## src/rtl/axi4_lite_req_arbiter.sv

```systemverilog
// Two-requester round-robin arbiter/sequencer in front of an AXI4-Lite master.
// One command in flight; completion or timeout is returned as a one-cycle ack.
module axi4_lite_req_arbiter #(
    parameter int ADDR_WIDTH     = 32,
    parameter int DATA_WIDTH     = 32,
    parameter int TIMEOUT_CYCLES = 64
) (
    input  logic                    clk,
    input  logic                    rst,
    input  logic [1:0]              req_valid,
    input  logic [1:0]              req_write,
    input  logic [2*ADDR_WIDTH-1:0] req_addr,
    input  logic [2*DATA_WIDTH-1:0] req_wdata,
    output logic [1:0]              req_ack,
    output logic [DATA_WIDTH-1:0]   rsp_rdata,
    output logic                    rsp_timeout,
    output logic [1:0]              grant,
    output logic                    busy,
    output logic                    m_wr_en,
    output logic                    m_rd_en,
    output logic [ADDR_WIDTH-1:0]   m_write_address,
    output logic [DATA_WIDTH-1:0]   m_write_data,
    output logic [ADDR_WIDTH-1:0]   m_read_address,
    input  logic                    m_wr_done,
    input  logic                    m_rd_done,
    input  logic [DATA_WIDTH-1:0]   m_rdata
);

    typedef enum logic [1:0] {IDLE, ISSUE, WAIT, RESP} state_t;

    localparam int TW = $clog2(TIMEOUT_CYCLES);
    localparam logic [TW-1:0] TMAX = TW'(TIMEOUT_CYCLES - 1);

    state_t                state_q, state_d;
    logic                  owner_q;
    logic                  last_grant_q;
    logic                  wr_q;
    logic                  timeout_q;
    logic [TW-1:0]         timer_q;
    logic [DATA_WIDTH-1:0] rdata_q;
    logic [ADDR_WIDTH-1:0] waddr_q, raddr_q;
    logic [DATA_WIDTH-1:0] wdata_q;

    logic                  sel;
    logic                  sel_write;
    logic [ADDR_WIDTH-1:0] sel_addr;
    logic [DATA_WIDTH-1:0] sel_wdata;
    logic                  match_done;
    logic                  expired;

    // On a tie the requester not served last wins.
    assign sel       = (&req_valid) ? ~last_grant_q : req_valid[1];
    assign sel_write = sel ? req_write[1] : req_write[0];
    assign sel_addr  = sel ? req_addr[2*ADDR_WIDTH-1:ADDR_WIDTH]
                           : req_addr[ADDR_WIDTH-1:0];
    assign sel_wdata = sel ? req_wdata[2*DATA_WIDTH-1:DATA_WIDTH]
                           : req_wdata[DATA_WIDTH-1:0];

    assign match_done = wr_q ? m_wr_done : m_rd_done;
    assign expired    = (timer_q == TMAX);

    always_ff @(posedge clk) begin
        if (rst) begin
            state_q <= IDLE;
        end else begin
            state_q <= state_d;
        end
    end

    always_comb begin
        state_d = state_q;
        unique case (state_q)
            IDLE:  if (|req_valid) state_d = ISSUE;
            ISSUE: state_d = WAIT;
            WAIT:  if (match_done || expired) state_d = RESP;
            RESP:  state_d = IDLE;
        endcase
    end

    always_ff @(posedge clk) begin
        if (rst) begin
            owner_q      <= 1'b0;
            last_grant_q <= 1'b1;
            wr_q         <= 1'b0;
            timeout_q    <= 1'b0;
            timer_q      <= '0;
            rdata_q      <= '0;
            waddr_q      <= '0;
            wdata_q      <= '0;
            raddr_q      <= '0;
        end else begin
            unique case (state_q)
                IDLE: begin
                    if (|req_valid) begin
                        owner_q <= sel;
                        wr_q    <= sel_write;
                        if (sel_write) begin
                            waddr_q <= sel_addr;
                            wdata_q <= sel_wdata;
                        end else begin
                            raddr_q <= sel_addr;
                        end
                    end
                end
                ISSUE: timer_q <= '0;
                WAIT: begin
                    // A done in the final WAIT cycle beats the timeout.
                    if (match_done) begin
                        if (!wr_q) rdata_q <= m_rdata;
                        timeout_q <= 1'b0;
                    end else if (expired) begin
                        timeout_q <= 1'b1;
                    end else begin
                        timer_q <= timer_q + TW'(1);
                    end
                end
                RESP: last_grant_q <= owner_q;
            endcase
        end
    end

    always_comb begin
        req_ack     = 2'b00;
        rsp_timeout = 1'b0;
        grant       = 2'b00;
        busy        = 1'b0;
        m_wr_en     = 1'b0;
        m_rd_en     = 1'b0;
        unique case (state_q)
            IDLE: ;
            ISSUE: begin
                busy    = 1'b1;
                grant   = owner_q ? 2'b10 : 2'b01;
                m_wr_en = wr_q;
                m_rd_en = !wr_q;
            end
            WAIT: begin
                busy  = 1'b1;
                grant = owner_q ? 2'b10 : 2'b01;
            end
            RESP: begin
                busy        = 1'b1;
                grant       = owner_q ? 2'b10 : 2'b01;
                req_ack     = owner_q ? 2'b10 : 2'b01;
                rsp_timeout = timeout_q;
            end
        endcase
    end

    assign rsp_rdata       = rdata_q;
    assign m_write_address = waddr_q;
    assign m_write_data    = wdata_q;
    assign m_read_address  = raddr_q;

endmodule
```

## config.mk

```make
export PLATFORM = sky130hd
export DESIGN_NAME = axi4_lite_req_arbiter
export DESIGN_NICKNAME = d
export VERILOG_FILES = /design/src/rtl/axi4_lite_req_arbiter.sv
export SDC_FILE = /design/constraint.sdc
export NUM_CORES = 1
export LEC_CHECK = 0
export BUFFER_PORTS_ARGS = -buffer_cell sky130_fd_sc_hd__buf_2
export CAP_MARGIN = 20
export CORE_MARGIN = 3
export CORE_UTILIZATION = 25
export DETAILED_ROUTE_END_ITERATION = 10
export GPL_TIMING_DRIVEN = 0
export HOLD_SLACK_MARGIN = 0.05
export PLACE_DENSITY = 0.55
export SETUP_SLACK_MARGIN = 0.4
export SYNTH_ARGS = -nofsm -noshare
export SYNTH_HDL_FRONTEND = slang
export SYNTH_SLANG_ARGS = --single-unit
export TNS_END_PERCENT = 30
```

## constraint.sdc

```tcl
create_clock -name clk -period 2.28 [get_ports clk]
set_clock_uncertainty 0.15 [all_clocks]
set_input_delay 0.342 -clock clk [delete_from_list [all_inputs] [get_ports clk]]
set_output_delay 0.342 -clock clk [all_outputs]
set_load 0.02 [all_outputs]
```

==> results of run 1 <==
-- power by group --
part	internal [mW]	total [mW]	switching, mW
clock network	1.79	2.92	1.13
registers	3.01	3.32	0.313
logic	1.62	4.01	2.39
total	6.42	10.3	3.83
-- timing repair --
action | CTS | global route
endpoints found under the setup margin | 134 | 136
gates resized for setup | 68 | 73
hold buffers | 32 | 0
pin swaps | 1 | 9
hold endpoints to repair | 32 | 0
cloned | 3 | 0
buffers inserted | 4 | 6
-- layer usage --
| metal | part of all wire, % | track usage [%] |
|---|---|---|
| met5 | 0.056 | 0 |
| met2 | 50 | 31.0 |
| met4 | 1.3 | 5.29 |
| met3 | 6.6 | 4.51 |
| met1 | 42 | 21.6 |
-- through the flow --
step	setup slack, ns	TNS (ns)	area (sq um)	total power, mW	instances
2_1_floorplan	0.463	0	5750	5.44	619
3_3_place_gp	-0.112	-1.79	7610	6.73	1201
3_5_place_dp	-0.113	-2.26	7610	6.77	1201
4_1_cts	0.343	0	8830	10.1	1272
5_1_grt	0.315	0	9110	10.8	1278
6_report	0.413	0	9110	10.3	1278
-- registers in the layout, summed over array words and instances, names as in the netlist --
register / cells
owner_q: 1
state_q: 2
timer_q: 6
timeout_q: 1
last_grant_q: 1
wr_q: 1
m_read_address: 32
m_write_data: 32
m_write_address: 32
rsp_rdata: 32
-- cells in the final DEF, fill, tap and decap left out, types with 5 or more instances in the layout --
master | Yosys | routed
buf_2 | 24 | 304
dfxtp_1 | 140 | 137
nor2_1 | 103 | 99
nand2_1 | 69 | 69
a211oi_1 | 76 | 67
mux2i_1 | 67 | 48
a21oi_1 | 36 | 36
dlygate4sd3_1 | 0 | 32
a211oi_2 | 20 | 29
clkbuf_16 | 0 | 17
mux2i_2 | 0 | 16
buf_6 | 0 | 14
clkbuf_1 | 23 | 14
buf_4 | 5 | 13
buf_8 | 0 | 10
nand3_1 | 8 | 7
clkbuf_2 | 0 | 6
o211ai_1 | 5 | 5
-- cell type report --
cell class,count,share of cell area (%)
Clock buffer,20,5.01
Clock inverter,12,1.74
Tap cell,280,3.84
Timing Repair Buffer,347,21.8
Buffer,52,4.89
Inverter,6,0.275
Multi-Input combinational cell,421,31.6
Sequential cell,140,30.8
-- cells by family (layout without fill, tap and decap cells) --
logic type      Yosys count  count (layout)  synth area share, %
simple gates            199             199                 14.0
compound gates          150             150                 19.9
fa+ha+maj                 5               5                 1.09
mux                      67              67                 11.7
buf+inv                  58             437                 4.64
flops                   140             140                 48.7
-- cells in the mapped netlist, drive strengths merged --
cell type / instances / area [sq um]
a211o: 1 / 8.76
nand3: 8 / 40.0
nor2b: 3 / 18.8
nor2: 103 / 387
and2: 4 / 25.0
o21a: 1 / 7.51
nand2b: 3 / 18.8
nand3b: 1 / 7.51
nand2: 69 / 259
buf: 29 / 158
ha: 5 / 62.6
inv: 6 / 22.5
a21oi: 36 / 180
a211oi: 96 / 821
clkbuf: 23 / 86.3
or2: 1 / 6.26
nor3: 3 / 15.0
a31oi: 3 / 18.8
or3: 2 / 12.5
or4: 2 / 15.0
o211ai: 5 / 37.5
a22oi: 1 / 7.51
a21bo: 1 / 10.0
o211a: 1 / 10.0
dfxtp: 140 / 2800
mux2i: 67 / 671
o21ai: 2 / 10.0
a221oi: 2 / 23.8
a21boi: 1 / 7.51
-- path summary, 6_finish.rpt --
kind,from,end,slack [ns],depth (start not counted)
worst max-delay path,state_q[0],m_write_data[3],0.41,9
worst min-delay path,req_wdata[61],m_write_data[29],0.11,3
worst max register to register,state_q[0],m_write_data[3],0.41,9
worst min register to register,rsp_rdata[16],rsp_rdata[16],0.30,2
-- worst register-to-register path, delay by kind of cell, from the launching register on --
family	cells	cell delay, ns
buf+inv	4	0.53
flops	1	0.34
simple gates	1	0.05
compound gates	2	0.33
mux	1	0.17
fa+ha+maj	1	0.20
==> results.json, run 1 <==
{
  "final_layout_size_suffix_gt1_share_pct": 45.0,
  "crit_path_frequent_cell": "buf_12",
  "power_density_nw_per_um2": 1130,
  "syn_to_final_growth_pct": 58.5,
  "cts.clk_slew.worst_paths_ns": 0.07,
  "boundaryPins": 304,
  "tightest_slew_ns": 0.865,
  "hold_slack_ns": 0.110,
  "routed_wirelength_mm": 23.2,
  "finalCritPeriodShare_pct": 81.9,
  "seq_area_frac_synth_pct": 48.7,
  "synth.avg_cell_area_sq_um": 9.29,
  "grt_overflow": 0,
  "arrival_ns": 2.04,
  "slew_headroom_pct": 42.4,
  "fill_cells": 2224,
  "synth.distinct_cells": 32,
  "vdd_drop_max_mv": 0.434,
  "finalSetupViolCount": 0,
  "final_hold_viol_count": 0,
  "grtUsageTotal_pct": 17.8,
  "hp-class": "in2reg",
  "cts_tree": "done",
  "numCtsBuffers": 17,
  "drv_cap": 0,
  "diodes": 0,
  "cts_buffer_depth": 2,
  "path_class": "reg2reg",
  "crit_chain": "inv_2, ha_4, o211ai_1, mux2i_2, buf_6, buf_12, buf_12, nor2_1, a211oi_1",
  "synth-seq-cells": 140,
  "ys_warn_count": 0,
  "slowest_stage": "dfxtp_2",
  "synth_nets": 792,
  "slew_violations": 0,
  "endpoint_kind": "flip-flop",
  "ant_nets": 0,
  "fin_util_pct": 41.0,
  "final_nets": 1158,
  "rsz0062_at_grt": "yes",
  "crit_family": "buffers and inverters",
  "status": "completed",
  "first_global_vias": 5732,
  "cts.sinks": 140,
  "die_w_um": 158,
  "dp_hpwl_mm": 16.8,
  "vias": 5915,
  "critPathRequiredTime_ns": 2.45,
  "period_needed_ns": 1.87,
  "routed_via_density": 4.63,
  "multi_input_area_sq_um": 2880,
  "leakagePower_nw": 4.21,
  "clkLatencyLatePin_ns": 0.41,
  "core_area_sq_um": 22200,
  "seq_area_sq_um": 2810,
  "max_freq_ghz": 0.536,
  "gp_congestion": 0.781,
  "rows": 54,
  "crit_buf_inv": 4,
  "synth_area_sq_um": 5750,
  "drtIter0Drc": 211,
  "cp_max_fo": 10,
  "routed_wire_length_per_instance_um": 18.1,
  "antenna_found_initial": 1,
  "start_util_pct": 25.9,
  "die_area_sq_um": 24900,
  "grt_pass1_wl_mm": 33.2,
  "io_buffers": 302,
  "crit_path_max_incr_delay_ns": 0.34,
  "die_h_um": 158,
  "clockRootBuffer": "clkbuf_16",
  "grt_start_max_net_pins": 17,
  "synthCells": 619,
  "drcViolationCount": 0,
  "cts.htree.levels": 4,
  "firstDrtPassIters": 5,
  "cp-start-kind": "flip-flop"
}
Note: power is estimated with default switching activity, not from simulation.
==> inputs of run 2 (changes only) <==
==> constraint.sdc (replaced) <==
create_clock -name clk -period 1.94 [get_ports clk]
set_clock_uncertainty 0.15 [all_clocks]
set_input_delay 0.291 -clock clk [delete_from_list [all_inputs] [get_ports clk]]
set_output_delay 0.291 -clock clk [all_outputs]
set_load 0.02 [all_outputs]
==> results.json, run 2 (synthesis results as in run 1) <==
{
  "endpoint_kind": "flip-flop",
  "finalSetupViolCount": 0,
  "gp_congestion": 0.764,
  "tightest_slew_ns": 0.776,
  "grtUsageTotal_pct": 17.1,
  "drcViolationCount": 0,
  "period_needed_ns": 1.84,
  "path_class": "reg2reg",
  "final_nets": 1176,
  "grt_pass1_wl_mm": 32.4,
  "instances_no_fill": 1295,
  "cts_buffer_depth": 2,
  "drv_cap": 0,
  "io_buffers": 302,
  "grt_overflow": 0,
  "leakagePower_nw": 4.39,
  "finalInstanceArea_sq_um": 9530,
  "vdd_drop_max_mv": 0.527,
  "numCtsBuffers": 17,
  "cts_tree": "done",
  "cp-start-kind": "flip-flop",
  "dpl.cell_count": 1201,
  "diodes": 0,
  "finalWorstSetupSlack_ns": 0.101,
  "slew_violations": 0,
  "status": "completed",
  "slew_headroom_pct": 48.3,
  "rows": 54,
  "clkLatencyLatePin_ns": 0.41,
  "max_freq_ghz": 0.544,
  "fill_cells": 2193,
  "dp_hpwl_mm": 16.0,
  "antenna_found_initial": 2,
  "drtIter0Drc": 238,
  "hp-class": "in2reg",
  "ant_nets": 0,
  "syn_to_final_growth_pct": 65.7,
  "start_util_pct": 25.9,
  "first_global_vias": 5695,
  "arrival_ns": 1.96,
  "cts.clk_slew.worst_paths_ns": 0.06,
  "die_w_um": 158,
  "cp_max_fo": 10,
  "critPathRequiredTime_ns": 2.06,
  "rsz0062_at_grt": "yes",
  "die_area_sq_um": 24900,
  "final_cell_mix": "301 x buf_2, 136 x dfxtp_1, 91 x nor2_1, 69 x nand2_1, 55 x a211oi_1",
  "die_h_um": 158,
  "final_hold_viol_count": 0,
  "cts.sinks": 140,
  "preCtsSetupSlack_ns": -0.302,
  "firstDrtPassIters": 5,
  "vias": 5997,
  "layout_commonest_cell": "buf_2",
  "power_density_nw_per_um2": 1280,
  "routed_wire_length_per_instance_um": 17.6,
  "routed_via_density": 4.63,
  "final_layout_size_suffix_gt1_share_pct": 47.3,
  "grt_start_max_net_pins": 17,
  "finalCritPeriodShare_pct": 94.8,
  "routed_wirelength_mm": 22.7,
  "cts.htree.levels": 4,
  "clockRootBuffer": "clkbuf_16",
  "boundaryPins": 304,
  "dpl_cell_area_sq_um": 7690,
  "core_area_sq_um": 22200
}
run 2: critical path, stage by stage (launching register included):
cell and delay (ns):
dfxtp_4 0.36, inv_4 0.06, ha_4 0.18, o211ai_1 0.11, mux2i_2 0.17, buf_6 0.17, buf_12 0.15, clkbuf_4 0.23
a211oi_1 0.10
run 2: report_power, final:
part | internal (mW) | switching [mW] | leakage, nW
combinational | 2.27 | 2.92 | 2.97
sequential | 3.55 | 0.375 | 1.15
clock | 1.83 | 1.26 | 0.273
run 2: final timing paths:
| kind | startpoint | end | slack (ns) | cells after the start |
|---|---|---|---|---|
| worst max register to register | state_q[1] | m_write_data[28] | 0.10 | 8 |
| worst min register to register | rsp_rdata[24] | rsp_rdata[24] | 0.30 | 2 |
| worst min-delay path | req_wdata[35] | m_write_data[3] | 0.07 | 3 |
| worst max-delay path | state_q[1] | m_write_data[28] | 0.10 | 8 |
run 2: metal layers:
layer  vias up  wire (um)  GRT usage [%]
met2       235      11200           30.0
li1       2963          -              -
met5         -         27              0
met4         4        102           2.69
met3        12       1690           5.80
met1      2783       9720           20.8
run 2: repair_timing:
action	4_1_cts	5_1_grt
endpoints found under the hold margin	34	0
pin swaps	15	27
cloned	6	6
gates resized for setup	95	52
endpoints found under the setup margin	146	145
buffers inserted	11	6
hold buffers	34	0
run 2: area by class of cell:
class / count / area [sq um] / share of cell area [%]
buffer: 52 / 503 / 5.28
tap: 280 / 350 / 3.68
clock inverter: 10 / 92.6 / 0.972
sequential: 140 / 2820 / 29.6
timing repair buffer: 365 / 2310 / 24.2
inverter: 6 / 27.5 / 0.289
multi-input combinational: 421 / 2970 / 31.2
clock buffer: 21 / 460 / 4.83
run 2: per-stage QoR:
stage	TNS (ns)	hold WS, ns	util (%)	power, mW
2_1_floorplan	0	0.277	-	6.48
3_3_place_gp	-13.17	0.289	34.6	7.96
3_5_place_dp	-15.37	0.293	34.6	7.99
4_1_cts	0	0.0517	41.2	11.9
5_1_grt	0	0.0673	42.9	12.9
6_report	0	0.0675	42.9	12.2
